--- src/rtl/axis_s2mm_framer.sv ---
// Pairs real/imag AXI-Stream beats into fixed-length frames for a pair of DMA S2MM channels.
// Optional macro FRAMER_DROP_CNT_EN adds a saturating drop_count output.
module axis_s2mm_framer #(
  parameter int unsigned SDATA_WIDTH = 128,
  parameter int unsigned FRAME_BEATS = 256,
  parameter int unsigned FIFO_DEPTH  = 16
) (
  input  logic                     clock,
  input  logic                     resetn,
  input  logic                     enable,
  input  logic                     s_axis_real_tvalid,
  output logic                     s_axis_real_tready,
  input  logic [SDATA_WIDTH-1:0]   s_axis_real_tdata,
  input  logic                     s_axis_imag_tvalid,
  output logic                     s_axis_imag_tready,
  input  logic [SDATA_WIDTH-1:0]   s_axis_imag_tdata,
  output logic [SDATA_WIDTH-1:0]   m_axis_real_s2mm_tdata,
  output logic [SDATA_WIDTH/8-1:0] m_axis_real_s2mm_tkeep,
  output logic                     m_axis_real_s2mm_tlast,
  output logic                     m_axis_real_s2mm_tvalid,
  input  logic                     m_axis_real_s2mm_tready,
  output logic [SDATA_WIDTH-1:0]   m_axis_imag_s2mm_tdata,
  output logic [SDATA_WIDTH/8-1:0] m_axis_imag_s2mm_tkeep,
  output logic                     m_axis_imag_s2mm_tlast,
  output logic                     m_axis_imag_s2mm_tvalid,
  input  logic                     m_axis_imag_s2mm_tready,
  output logic [31:0]              frame_count,
  output logic                     overflow,
  output logic                     pair_error
`ifdef FRAMER_DROP_CNT_EN
  ,
  output logic [15:0]              drop_count
`endif
);

  localparam int unsigned KW = SDATA_WIDTH / 8;
  localparam int unsigned AW = $clog2(FIFO_DEPTH);
  localparam int unsigned CW = $clog2(FRAME_BEATS);
  localparam int unsigned EW = 2 * SDATA_WIDTH + 1;

  localparam logic [1:0] ST_IDLE  = 2'd0;
  localparam logic [1:0] ST_RUN   = 2'd1;
  localparam logic [1:0] ST_DRAIN = 2'd2;

  logic [1:0]             state;
  logic [1:0]             state_nxt;
  logic                   ready_en;
  logic [EW-1:0]          mem [FIFO_DEPTH];
  logic [AW-1:0]          wr_ptr;
  logic [AW-1:0]          rd_ptr;
  logic [AW:0]            mem_cnt;
  logic [AW:0]            occ;
  logic [CW-1:0]          beat_cnt;
  logic [CW-1:0]          beat_cnt_nxt;
  logic                   out_valid;
  logic                   out_last;
  logic [SDATA_WIDTH-1:0] out_real;
  logic [SDATA_WIDTH-1:0] out_imag;

  logic m_pop;
  logic s_ready;
  logic both_valid;
  logic capture;
  logic push;
  logic drop;
  logic load;
  logic beat_last;

  // Occupancy counts the output register too, so the whole pipe holds FIFO_DEPTH pairs.
  always_comb begin
    m_pop      = out_valid & m_axis_real_s2mm_tready & m_axis_imag_s2mm_tready;
    occ        = mem_cnt + (AW+1)'(out_valid);
    s_ready    = ready_en & ((state == ST_IDLE) | (occ != (AW+1)'(FIFO_DEPTH)) | m_pop);
    both_valid = s_axis_real_tvalid & s_axis_imag_tvalid;
    capture    = (state != ST_IDLE);
    push       = both_valid & s_ready & capture;
    drop       = both_valid & ~s_ready & capture;
    load       = (mem_cnt != '0) & (~out_valid | m_pop);
    beat_last  = (beat_cnt == CW'(FRAME_BEATS - 1));
    beat_cnt_nxt = beat_cnt;
    if (push) begin
      beat_cnt_nxt = beat_last ? '0 : beat_cnt + CW'(1);
    end
  end

  assign s_axis_real_tready = s_ready;
  assign s_axis_imag_tready = s_ready;

  // Leaving RUN on a frame boundary needs no drain.
  always_comb begin
    state_nxt = state;
    case (state)
      ST_IDLE:  if (enable) state_nxt = ST_RUN;
      ST_RUN:   if (!enable) state_nxt = (beat_cnt_nxt == '0) ? ST_IDLE : ST_DRAIN;
      ST_DRAIN: if (push && beat_last) state_nxt = ST_IDLE;
      default:  state_nxt = ST_IDLE;
    endcase
  end

  always_ff @(posedge clock) begin
    if (!resetn) begin
      state <= ST_IDLE;
    end else begin
      state <= state_nxt;
    end
  end

  always_ff @(posedge clock) begin
    if (push) begin
      mem[wr_ptr] <= {beat_last, s_axis_imag_tdata, s_axis_real_tdata};
    end
  end

  always_ff @(posedge clock) begin
    if (!resetn) begin
      ready_en    <= 1'b0;
      wr_ptr      <= '0;
      rd_ptr      <= '0;
      mem_cnt     <= '0;
      beat_cnt    <= '0;
      out_valid   <= 1'b0;
      out_last    <= 1'b0;
      out_real    <= '0;
      out_imag    <= '0;
      frame_count <= '0;
      overflow    <= 1'b0;
      pair_error  <= 1'b0;
    end else begin
      ready_en <= 1'b1;
      beat_cnt <= beat_cnt_nxt;
      mem_cnt  <= mem_cnt + (AW+1)'(push) - (AW+1)'(load);
      if (push) begin
        wr_ptr <= wr_ptr + AW'(1);
      end
      if (load) begin
        rd_ptr    <= rd_ptr + AW'(1);
        out_valid <= 1'b1;
        out_last  <= mem[rd_ptr][EW-1];
        out_imag  <= mem[rd_ptr][2*SDATA_WIDTH-1:SDATA_WIDTH];
        out_real  <= mem[rd_ptr][SDATA_WIDTH-1:0];
      end else if (m_pop) begin
        out_valid <= 1'b0;
        out_last  <= 1'b0;
      end
      if (m_pop && out_last) begin
        frame_count <= frame_count + 32'd1;
      end
      if (drop) begin
        overflow <= 1'b1;
      end
      if (s_axis_real_tvalid ^ s_axis_imag_tvalid) begin
        pair_error <= 1'b1;
      end
    end
  end

`ifdef FRAMER_DROP_CNT_EN
  always_ff @(posedge clock) begin
    if (!resetn) begin
      drop_count <= '0;
    end else if (drop && (drop_count != 16'hFFFF)) begin
      drop_count <= drop_count + 16'd1;
    end
  end
`endif

  assign m_axis_real_s2mm_tdata  = out_real;
  assign m_axis_imag_s2mm_tdata  = out_imag;
  assign m_axis_real_s2mm_tlast  = out_last;
  assign m_axis_imag_s2mm_tlast  = out_last;
  assign m_axis_real_s2mm_tvalid = out_valid;
  assign m_axis_imag_s2mm_tvalid = out_valid;
  assign m_axis_real_s2mm_tkeep  = {KW{out_valid}};
  assign m_axis_imag_s2mm_tkeep  = {KW{out_valid}};

endmodule

--- config.mk ---
export PLATFORM = sky130hd
export DESIGN_NAME = axis_s2mm_framer
export DESIGN_NICKNAME = d
export VERILOG_FILES = /design/src/rtl/axis_s2mm_framer.sv
export SDC_FILE = /design/constraint.sdc
export NUM_CORES = 2
export LEC_CHECK = 0
export ABC_CLOCK_PERIOD_IN_PS = 20700
export CORE_MARGIN = 3
export CORE_UTILIZATION = 37
export DETAILED_ROUTE_END_ITERATION = 16
export HOLD_SLACK_MARGIN = 0.02
export PLACE_DENSITY = 0.59
export RECOVER_POWER = 25
export SYNTH_ARGS = -nofsm -noshare
export SYNTH_HDL_FRONTEND = slang
export SYNTH_MEMORY_MAX_BITS = 65536
export SYNTH_SLANG_ARGS = --single-unit
export TNS_END_PERCENT = 10
--- constraint.sdc ---
create_clock -name clock -period 20.7 [get_ports clock]
set_input_delay 2.07 -clock clock [delete_from_list [all_inputs] [get_ports clock]]
set_output_delay 2.07 -clock clock [all_outputs]
set_load 0.02 [all_outputs]
==> metrics.cfg <==
[global_route]
grt_use_total_pct=17.7
grt_pass1_wl_um=591000
grt.overflow.total=0
grt_pass1_vias=80272
grt_max_degree=164
grt_antenna_before_repair=181

[timing]
fmaxAchievable_ghz=0.146
drv_slew=103
finalSetupViolCount=0
rsz0062_at_grt=no
setup-tns-final_ns=0
worst-slew-pin-transition_ns=5.42
finalClockSkew_ns=0.0539
final_hold_viol_count=0
layout_min_cycle_time_ns=6.87
slew-limit-headroom_pct=-262
finalCritPeriodShare_pct=33.2

[worst_setup_path]
crit_path_end_kind=flip-flop
r2r_end=mem[6][197]
slowest_delay_ns=0.93
timing.rr.start=m_axis_imag_s2mm_tvalid
crit_path_top_delay_cell=buf_4
critPathMostFrequentCell=buf_4
cp_num_buf_inv=4
critPathMaxFanout=54
worst_r2r_path_depth=10
critical_path_cell_count=10
crit_chain=clkdlybuf4s50_1, ha_1, o21a_1, and2_1, o21a_1, nand2_1, nor2_4, buf_4, buf_4, buf_4
setup.worst_path.class=in -> reg
ff2ff_setup_slack_ns=13.95
start_kind=primary input
crit_required_ns=21.27
critPathTopFamily=buffers and inverters
worstPathArrival_ns=7.44

[logic_synthesis]
synth_ff_type=edfxtp_1
syn_nets=7527
ys_seq_elements=4432
synth_seq_area_share_pct=77.9
synth.distinct_cells=49
synthesis.area_um2=167000
synth_edf_count=4112
async_reset_ff_share_pct=0
syn_area_per_cell_um2=23.0
ys_warn_count=0
syn_inst=7245

[hold_path]
min-delay-start=m_axis_imag_s2mm_tdata[44]
holdPathEnd=m_axis_imag_s2mm_tdata[44]
holdPathStages=2
min_path_type=reg -> reg

[final_layout]
layout_commonest_cell=edfxtp_1
drive_gt1_share_pct=24.3
final_util_pct=43.4
final_cell_mix=edfxtp_1, mux4_2, nand2_1, clkbuf_16, clkdlybuf4s50_1
multi_input_area_um2=34900
fillers=37821
regArea_um2=130000
instances_no_fill=14383
syn2layout_area_growth_pct=16.3
final_nets=8277

[clock_network]
cts-resized-gates=0
ctsLongestPathBuffers=4
cts_buffers=450
tritoncts=done
cts.sinks=4432
post_cts.repair.setup_buffers=0
insertion_delay_ns=1.00
hold_buffers=0
clk_pin_slew_ns=0.06
htree_levels=5
cts_root_buf=clkbuf_16

[placement]
dp_cells=13471
io_buffer_count=590
dp_hpwl_um=223000
place_congestion=0.740

[route]
drc=0
via_per_inst=5.33
wl_per_cell_um=28.5
drtIter0Drc=7587
wl_um=410000
antenna_left=0
num_vias=76606
dr.pass1.iters=5

[power]
power_density_nw_per_um2=119
vdd_drop_max_v=0.000106
power_mw=23.2
p_leak_nw=58.6

[floorplan]
std_cell_rows=245
die_area_um2=459000
start_util_pct=37.3
io_pins=591
die_w_um=677
die-height_um=677
coreArea_um2=447000

[outcome]
status=finished with violations
violations=capacitance limit, slew limit

[job]
max_cap_viol_count=1

-- cell usage after synthesis, types with 36 or more instances --
| library cell | n | share of area (%) |
|---|---|---|
| edfxtp_1 | 4112 | 74 |
| mux4_2 | 1268 | 17 |
| nand2_1 | 511 | 1.2 |
| dfxtp_1 | 320 | 3.8 |
| a21boi_1 | 240 | 1.1 |
| clkbuf_1 | 188 | 0.42 |
| buf_2 | 130 | 0.39 |
| buf_4 | 65 | 0.29 |
| nor2b_1 | 42 | 0.16 |
| buf_1 | 41 | 0.092 |
| and2_1 | 39 | 0.15 |
| a211oi_1 | 36 | 0.16 |
-- power by group --
| group | internal (mW) | switching [mW] |
|---|---|---|
| sequential | 9.99 | 0.213 |
| combinational | 2.51 | 2.63 |
| clock | 4.39 | 3.41 |
| total | 16.9 | 6.26 |
-- layer usage --
metal	track usage, %	routed length (um)
met1	23.8	169000
met2	28.8	201000
met3	3.77	27500
met4	5.76	12400
met5	0	392
-- metrics by stage --
step / area (um2) / worst slack [ns] / hold WS, ns
floorplan: 167000 / -0.850 / 0.480
CTS: 194000 / 13.75 / 0.453
global route: 194000 / 13.34 / 0.468
global placement: 179000 / 12.76 / 0.443
detailed placement: 179000 / 12.73 / 0.445
finish: 194000 / 13.83 / 0.453
-- worst max path at each step --
| stage | start | end |
|---|---|---|
| final | s_axis_real_tvalid | mem[6][197] |
| after detailed placement | s_axis_real_tvalid | mem[6][211] |
| after global routing | m_axis_imag_s2mm_tvalid | mem[6][197] |
| after CTS | m_axis_imag_s2mm_tvalid | mem[6][197] |
| after floorplan | s_axis_real_tvalid | mem[2][0] |
| after global placement | s_axis_real_tvalid | mem[6][208] |
-- area by class of cell --
| class | count | area share, % |
|---|---|---|
| Antenna cell | 78 | 0.101 |
| Clock buffer | 602 | 6.25 |
| Clock inverter | 232 | 1.11 |
| Inverter | 16 | 0.0348 |
| Multi-Input combinational cell | 2369 | 18.0 |
| Sequential cell | 4432 | 67.0 |
| Tap cell | 5928 | 3.83 |
| Timing Repair Buffer | 726 | 3.69 |
-- worst register-to-register path, delay by kind of cell, from the launching register on --
family | cells | cell delay [ns]
AOI/OAI and AO/OA | 3 | 0.91
adders and majority gates | 2 | 0.55
buffers and inverters | 3 | 2.64
DFF | 1 | 1.01
and+or+nand+nor | 2 | 1.14
-- kinds of logic after synthesis --
logic type	synth area share, %
DFF	77.9
buffers and inverters	1.26
adders and majority gates	0.147
and+or+nand+nor	1.78
muxes	17.2
AOI/OAI and AO/OA	1.47
xor gates and xnor gates	0.210
-- registers in the layout, indices dropped and copies added, names as in the netlist, named ones only --
register and flops:
mem 4112, m_axis_imag_s2mm_tdata 128, m_axis_real_s2mm_tdata 128, frame_count 32, beat_cnt 8, mem_cnt 5
rd_ptr 4, wr_ptr 4, state 2, m_axis_imag_s2mm_tlast 1, m_axis_imag_s2mm_tvalid 1, overflow 1
pair_error 1, ready_en 1
(Power assumes the default switching activity.)
